## src/rtl/captura_canal.sv

```systemverilog
// Per-channel capture memory: waits for a sample above the armed threshold, stores one
// DEPTH-sample window, then serves it through a registered read port.
module captura_canal #(
  parameter int M     = 12,
  parameter int DEPTH = 150
) (
  input  logic         clk,
  input  logic         reset,
  input  logic [M-1:0] adc_data,
  input  logic         adc_valid,
  input  logic [M-1:0] threshold,
  input  logic         arm,
  input  logic [9:0]   dir,
  output logic [M-1:0] data_out,
  output logic         busy,
  output logic         done,
  output logic [7:0]   wr_count
);

  localparam int         AW      = (DEPTH > 1) ? $clog2(DEPTH) : 1;
  localparam logic [7:0] DEPTH_C = 8'(DEPTH);
  localparam logic [9:0] DEPTH_D = 10'(DEPTH);

  typedef enum logic [1:0] {IDLE, ARMED, CAPTURE, DONE} state_t;

  state_t       state, state_nxt;
  logic [M-1:0] thr;
  logic [M-1:0] mem [DEPTH];
  logic         we;
  logic         thr_ld;
  logic [7:0]   cnt_nxt;

  always_ff @(posedge clk or posedge reset) begin
    if (reset) state <= IDLE;
    else       state <= state_nxt;
  end

  always_comb begin
    state_nxt = state;
    we        = 1'b0;
    thr_ld    = 1'b0;
    cnt_nxt   = wr_count;
    case (state)
      IDLE, DONE: begin
        if (arm) begin
          state_nxt = ARMED;
          thr_ld    = 1'b1;
          cnt_nxt   = 8'd0;
        end
      end
      ARMED: begin
        // strict compare: a sample equal to the level does not trigger
        if (adc_valid && (adc_data > thr)) begin
          we        = 1'b1;
          cnt_nxt   = 8'd1;
          state_nxt = (DEPTH_C == 8'd1) ? DONE : CAPTURE;
        end
      end
      CAPTURE: begin
        if (adc_valid) begin
          we      = 1'b1;
          cnt_nxt = wr_count + 8'd1;
          if (cnt_nxt == DEPTH_C) state_nxt = DONE;
        end
      end
      default: state_nxt = IDLE;
    endcase
  end

  always_ff @(posedge clk or posedge reset) begin
    if (reset) begin
      thr      <= '0;
      wr_count <= 8'd0;
    end else begin
      if (thr_ld) thr <= threshold;
      wr_count <= cnt_nxt;
    end
  end

  // wr_count is 0 in ARMED, so it doubles as the write address in both writing states
  always_ff @(posedge clk) begin
    if (we) mem[wr_count[AW-1:0]] <= adc_data;
  end

  // read-first: a same-edge write is seen on the following read
  always_ff @(posedge clk or posedge reset) begin
    if (reset)                data_out <= '0;
    else if (dir < DEPTH_D)   data_out <= mem[dir[AW-1:0]];
    else                      data_out <= '0;
  end

  assign busy = (state == ARMED) || (state == CAPTURE);
  assign done = (state == DONE);

endmodule

```

## config.mk

```make
export PLATFORM = sky130hd
export DESIGN_NAME = captura_canal
export DESIGN_NICKNAME = d
export VERILOG_FILES = /design/src/rtl/captura_canal.sv
export SDC_FILE = /design/constraint.sdc
export NUM_CORES = 2
export LEC_CHECK = 0
export CORE_ASPECT_RATIO = 0.75
export CORE_UTILIZATION = 41
export CTS_CLUSTER_DIAMETER = 100
export DETAILED_ROUTE_END_ITERATION = 10
export PLACE_DENSITY = 0.66
export SKIP_CTS_REPAIR_TIMING = 1
export SYNTH_ARGS = -nofsm -noshare
export SYNTH_HDL_FRONTEND = slang
export SYNTH_SLANG_ARGS = --single-unit
```

## constraint.sdc

```tcl
create_clock -name clk -period 4 [get_ports clk]
set_input_delay 0.8 -clock clk [delete_from_list [all_inputs] [get_ports clk]]
set_output_delay 0.8 -clock clk [all_outputs]
set_load 0.01 [all_outputs]
```

=== Word level (Yosys, flattened, before mapping) ===
Memory sizes are Yosys's and may differ from the RTL's.
Cells that the tools add are included.

* Multipliers: 0
* Reductions and logical operators: 6
* Div/mod/pow operators: 0
* $lt $le $gt $ge: 2
* Multiplexer cells: 17
* Shifts and indexed selects: 0
* Equal/unequal tests: 8
* Add/subtract/negate cells: 1
* Bitwise logic cells: 0

{| class="wikitable"
|+ Operators with widths
! kind !! number
|-
| two-way mux 8 bit || 3
|-
| case mux 8 bit (3 select lines) || 1
|-
| greater-than comparator 12 bit || 1
|-
| two-way mux 12 bit || 1
|-
| less-than comparator 10 x 8 -> 1 bit, second input constant || 1
|-
| adder 8 x 1 -> 8 bit, second input constant || 1
|-
| == test 8 bit, second input constant || 1
|-
| two-way mux 2 bit || 4
|-
| inequality test 2 bit, second input constant || 4
|-
| two-way mux 1 bit || 6
|-
| case mux 2 bit (3 select lines) || 1
|-
| == test 2 bit, second input constant || 2
|-
| AND reduction 4 bit || 1
|-
| AND reduction 3 bit || 1
|-
| == test 2 x 1 -> 1 bit, second input constant || 1
|-
| logical NOT 2 bit || 1
|-
| case mux 1 bit (2 select lines) || 1
|-
| OR reduction 2 bit || 1
|-
| logical AND 1 bit || 1
|-
| logical OR 1 bit || 1
|}

* Output and inout port bits: 22
* Latch bits: 0
* Memory bits (writable): 1800
* Word-level logic and storage cells: 39
* Memories kept: 1
* Memory bits (read-only): 0
* Register bits after elaboration: 34

{| class="wikitable"
|+ Memories
! memory !! words !! width !! rd ports !! clocked after memory_dff !! write ports !! line !! text
|-
| mem || 150 || 12 || 1 || 0 || 1 || 28 || <nowiki>logic [M-1:0] mem [DEPTH];</nowiki>
|}

=== Logic depth before layout (Yosys ltp) ===
* Word-level depth: 6
* Depth in mapped cells: 12
* Gate-level depth less buffers: 9

=== Worst setup path before layout ===
No wires, ideal clock.

* Path kind: input -> register
* Start point: input port adc_data[11]
* End point: memory mem[63][0], enable pin
* Setup slack: 0.193 ns
* Stages: 7
* Arrival time: 3.395 ns
* Data required time: 3.587 ns
* Buffers on the path: 0
* Library setup time: 0.413 ns
* Cells stage by stage: ha_1 -> nand2_1 -> or3_1 -> o221ai_1 -> a22o_1 -> nand3_1 -> nor4_1

* Longest elaborated chain between the ends: 6

{| class="wikitable"
|+ RTL lines
! item !! line !! text
|-
| start: declaration || 9 || <nowiki>input logic [M-1:0] adc_data,</nowiki>
|-
| greater-than comparator 12 bit || 53 || <nowiki>if (adc_valid && (adc_data > thr)) begin</nowiki>
|-
| logical AND 1 bit || 53 ||
|-
| two-way mux 1 bit || 53 ||
|-
| case mux 1 bit (2 select lines) || 43 || <nowiki>case (state)</nowiki>
|-
| two-way mux 1 bit || 82 || <nowiki>if (we) mem[wr_count[AW-1:0]] <= adc_data;</nowiki>
|-
| two-way mux 1 bit (implied by the code) || 82 ||
|-
| end: declaration || 28 ||
|}

Every way passes these cells.

=== Worst setup path in the final report ===
* Start point: register thr[11]
* End point: memory mem[17][5], enable pin

* Longest elaborated chain between the ends: 6

{| class="wikitable"
|+ RTL lines
! item !! line !! text
|-
| start: declaration || 27 || <nowiki>logic [M-1:0] thr;</nowiki>
|-
| start signal: assignment || 75 || <nowiki>if (thr_ld) thr <= threshold;</nowiki>
|-
| greater-than comparator 12 bit || 53 ||
|-
| logical AND 1 bit || 53 ||
|-
| two-way mux 1 bit || 53 ||
|-
| case mux 1 bit (2 select lines) || 43 ||
|-
| two-way mux 1 bit || 82 ||
|-
| two-way mux 1 bit (implied by the code) || 82 ||
|}

Every way passes these cells.

==> reports/metrics.cfg <==
[sta]
worst_slack_ps=386.0
max_freq_mhz=276.7
hold_viol=0
maxSlewViolCount=0
post-route-period-util_pct=90.35
tightest_slew_ps=1307
setup_violations=0
rsz0062_at_grt=false
setup_tns_ps=0
layout_min_cycle_time_ps=3614
clock_skew_ps=31.34
slew_headroom_pct=12.89

[finish]
final_common_cell=edfxtp_1
fin_nets=3874
layout.cells.non_filler=6231
final_cell_area_mm2=0.08196
synthToLayoutAreaGrowth_pct=14.07
layout_common_cells=edfxtp_1 (1800), mux4_2 (372), mux2i_1 (278)
final_layout_size_suffix_gt1_share_pct=23.76
num-fill-cells=14102

[die]
die_h_um=364.5
start_util_pct=41.43
die_w_um=485.4
floorplan.rows=132
die_area_mm2=0.1769
core_area_mm2=0.1734
ios=60

[synth]
async_flop_share_pct=1.854
synth_top_family_by_area=multiplexers
synth_nets=3591
synth_area_per_cell_um2=20.34
synthSimpleGateAreaFrac_pct=2.389
synth-edff-count=1800
syn_area_mm2=0.07185
ys.flop_type=edfxtp_1
synth_xor_area_share_pct=0.04876
synth_compound_area_share_pct=3.032
ys_types=41
syn_inst=3532
synth_seq_area_share_pct=76.41
synth_seq_cells=1834
synth-adder-area-share_pct=0.3657
yosys-mux-area-fraction_pct=16.10
yosysWarnings=0

[detailed_routing]
vias_per_cell=5.711
avgRoutedWirePerCell_um=27.83
wirelength_um=173400
ant_nets=0
route.detailed.drc=0
drt_pass1_iterations=6
drtIter0Drc=4653
vias=35587

[pwr]
power.share.sequential_pct=53.4
p_int_mw=31.01
combinationalPowerShare_pct=7.2
p_per_area_mw_per_mm2=487.1
peakVddDrop_mv=0.3524
p_sw_share_pct=22.33
clock_power_share_pct=39.5
power_switching_mw=8.915
leakage_nw=26.37

[clock_network]
cts_tree=done
clk_latency_ps=820
clock-root-buffer=clkbuf_16
cts_buffers=165
htree_num_levels=4
cts.sinks=1834
cts_buffer_depth=3
cts.clk_slew.worst_paths_ps=60

[job]
maxCapViolCount=0

[global_route]
grt_max_degree=151
overflow=0
grt_pass1_vias=35281
grt_usage_pct=19.65
grt_antenna_before_repair=6
grt_pass1_wl_um=250800

[critical_path]
worst_ep_arrival_time_ps=4020
cp-end-kind=flip-flop
timing.critical_path.buf_inv=4
path_cells=inv_1 -> ha_1 -> nand2_1 -> or3_1 -> o221ai_1 -> a22o_1 -> buf_4 -> buf_4 -> nand2_2 -> buf_12 -> nor2_1
r2r_cells=11
cpLargestDelayFamily=simple AND/OR/NAND/NOR gates
crit_path_max_incr_delay_ps=870
crit_type=reg -> reg
cpMaxStageDelayCell=nor2_1
crit_cells=11
cp_common_cell=buf_4
cp-start-kind=flip-flop
crit_fanout=20
required_ps=4410

[status]
status=complete, no violations

[place]
numPortBuffers=59
dpl_cell_area_mm2=0.07661
gp_congestion=0.8595
dp_hpwl_um=106200
dp_slack_ps=-202.8
post-place-cells=5926

[worst_hold_path]
hold_depth=2
min_path_type=in -> reg

-- cell usage after synthesis (36+ instances only) --
master | number | share of area [%]
o21ai_0 | 76 | 0.53
mux2i_1 | 278 | 3.9
edfxtp_1 | 1800 | 75
nand2_1 | 68 | 0.36
a211oi_1 | 37 | 0.39
o22ai_1 | 74 | 0.64
mux2_2 | 36 | 0.56
buf_2 | 83 | 0.58
a21oi_1 | 95 | 0.66
mux4_2 | 372 | 12
nor2_1 | 220 | 1.1
clkbuf_1 | 68 | 0.36
-- routing by layer --
metal  GRT usage [%]  wire length, um  vias up
li1                -                -    15063
met1           29.50            75140    18657
met2           29.49            78240     1671
met3           3.929            16970      192
met4           4.579             3020        4
met5               0               21        -
-- worst register-to-register path: stages (launching register included) --
cell and delay [ps]:
dfrtp_1 360, inv_1 50, ha_1 290, nand2_1 90
or3_1 400, o221ai_1 290, a22o_1 300, buf_4 180
buf_4 100, nand2_2 60, buf_12 190, nor2_1 910
-- state kept, by name (all words and copies together), names as in the netlist --
register  count
mem        1800
state         2
data_out     12
thr          12
wr_count      8
-- power by group through the flow --
stage          Clock, mW  Sequential, mW  Combinational [mW]
6_report            15.8            21.3                2.86
5_1_grt             16.7            21.3                3.04
3_3_place_gp           0            21.7                2.84
4_1_cts             16.0            21.3                2.87
2_1_floorplan          0            21.7                1.51
3_5_place_dp           0            21.7                2.87
-- worst paths after layout --
kind                                startpoint                      to  slack (ps)
min                               adc_data[11]  mem[102][11]$_DFFE_PP_         310
min reg2reg                 thr[9]$_DFFE_PP0P_      thr[9]$_DFFE_PP0P_         510
max reg2reg                thr[11]$_DFFE_PP0P_    mem[17][5]$_DFFE_PP_         390
max in group asynchronous                reset  data_out[10]$_DFF_PP0_        3140
max                        thr[11]$_DFFE_PP0P_    mem[17][5]$_DFFE_PP_         390
min in group asynchronous                reset    state[1]$_DFFE_PP0P_         430
-- cell families after synthesis --
| kind of cell | count (synthesis) |
|---|---|
| flip-flops | 1834 |
| multiplexers | 686 |
| AND/OR/NAND/NOR | 397 |
| AO/OA/AOI/OAI | 362 |
| buffers and inverters | 228 |
| adder cells (fa/ha/maj) | 21 |
| XOR/XNOR | 4 |
-- stage by stage --
step / hold WS, ps / power [mW] / utilization, %
floorplan: 479.3 / 23.20 / -
global placement: 496.7 / 24.55 / 44.18
detailed placement: 499.5 / 24.59 / 44.18
CTS: 274.4 / 40.15 / 47.26
global route: 301.2 / 41.02 / 47.26
finish: 312.5 / 39.93 / 47.26
-- final cells by class --
| cell class | instances | area, um^2 | share of cell area (%) |
|---|---|---|---|
| multi-input combinational | 1470 | 15820 | 19.30 |
| antenna | 1 | 2.502 | 0.003053 |
| tap | 2278 | 2850 | 3.478 |
| clock buffer | 207 | 4382 | 5.346 |
| inverter | 23 | 86.33 | 0.1053 |
| timing repair buffer | 321 | 2955 | 3.606 |
| clock inverter | 97 | 964.7 | 1.177 |
| sequential | 1834 | 54900 | 66.99 |
Power figures use the tool's default switching activity.
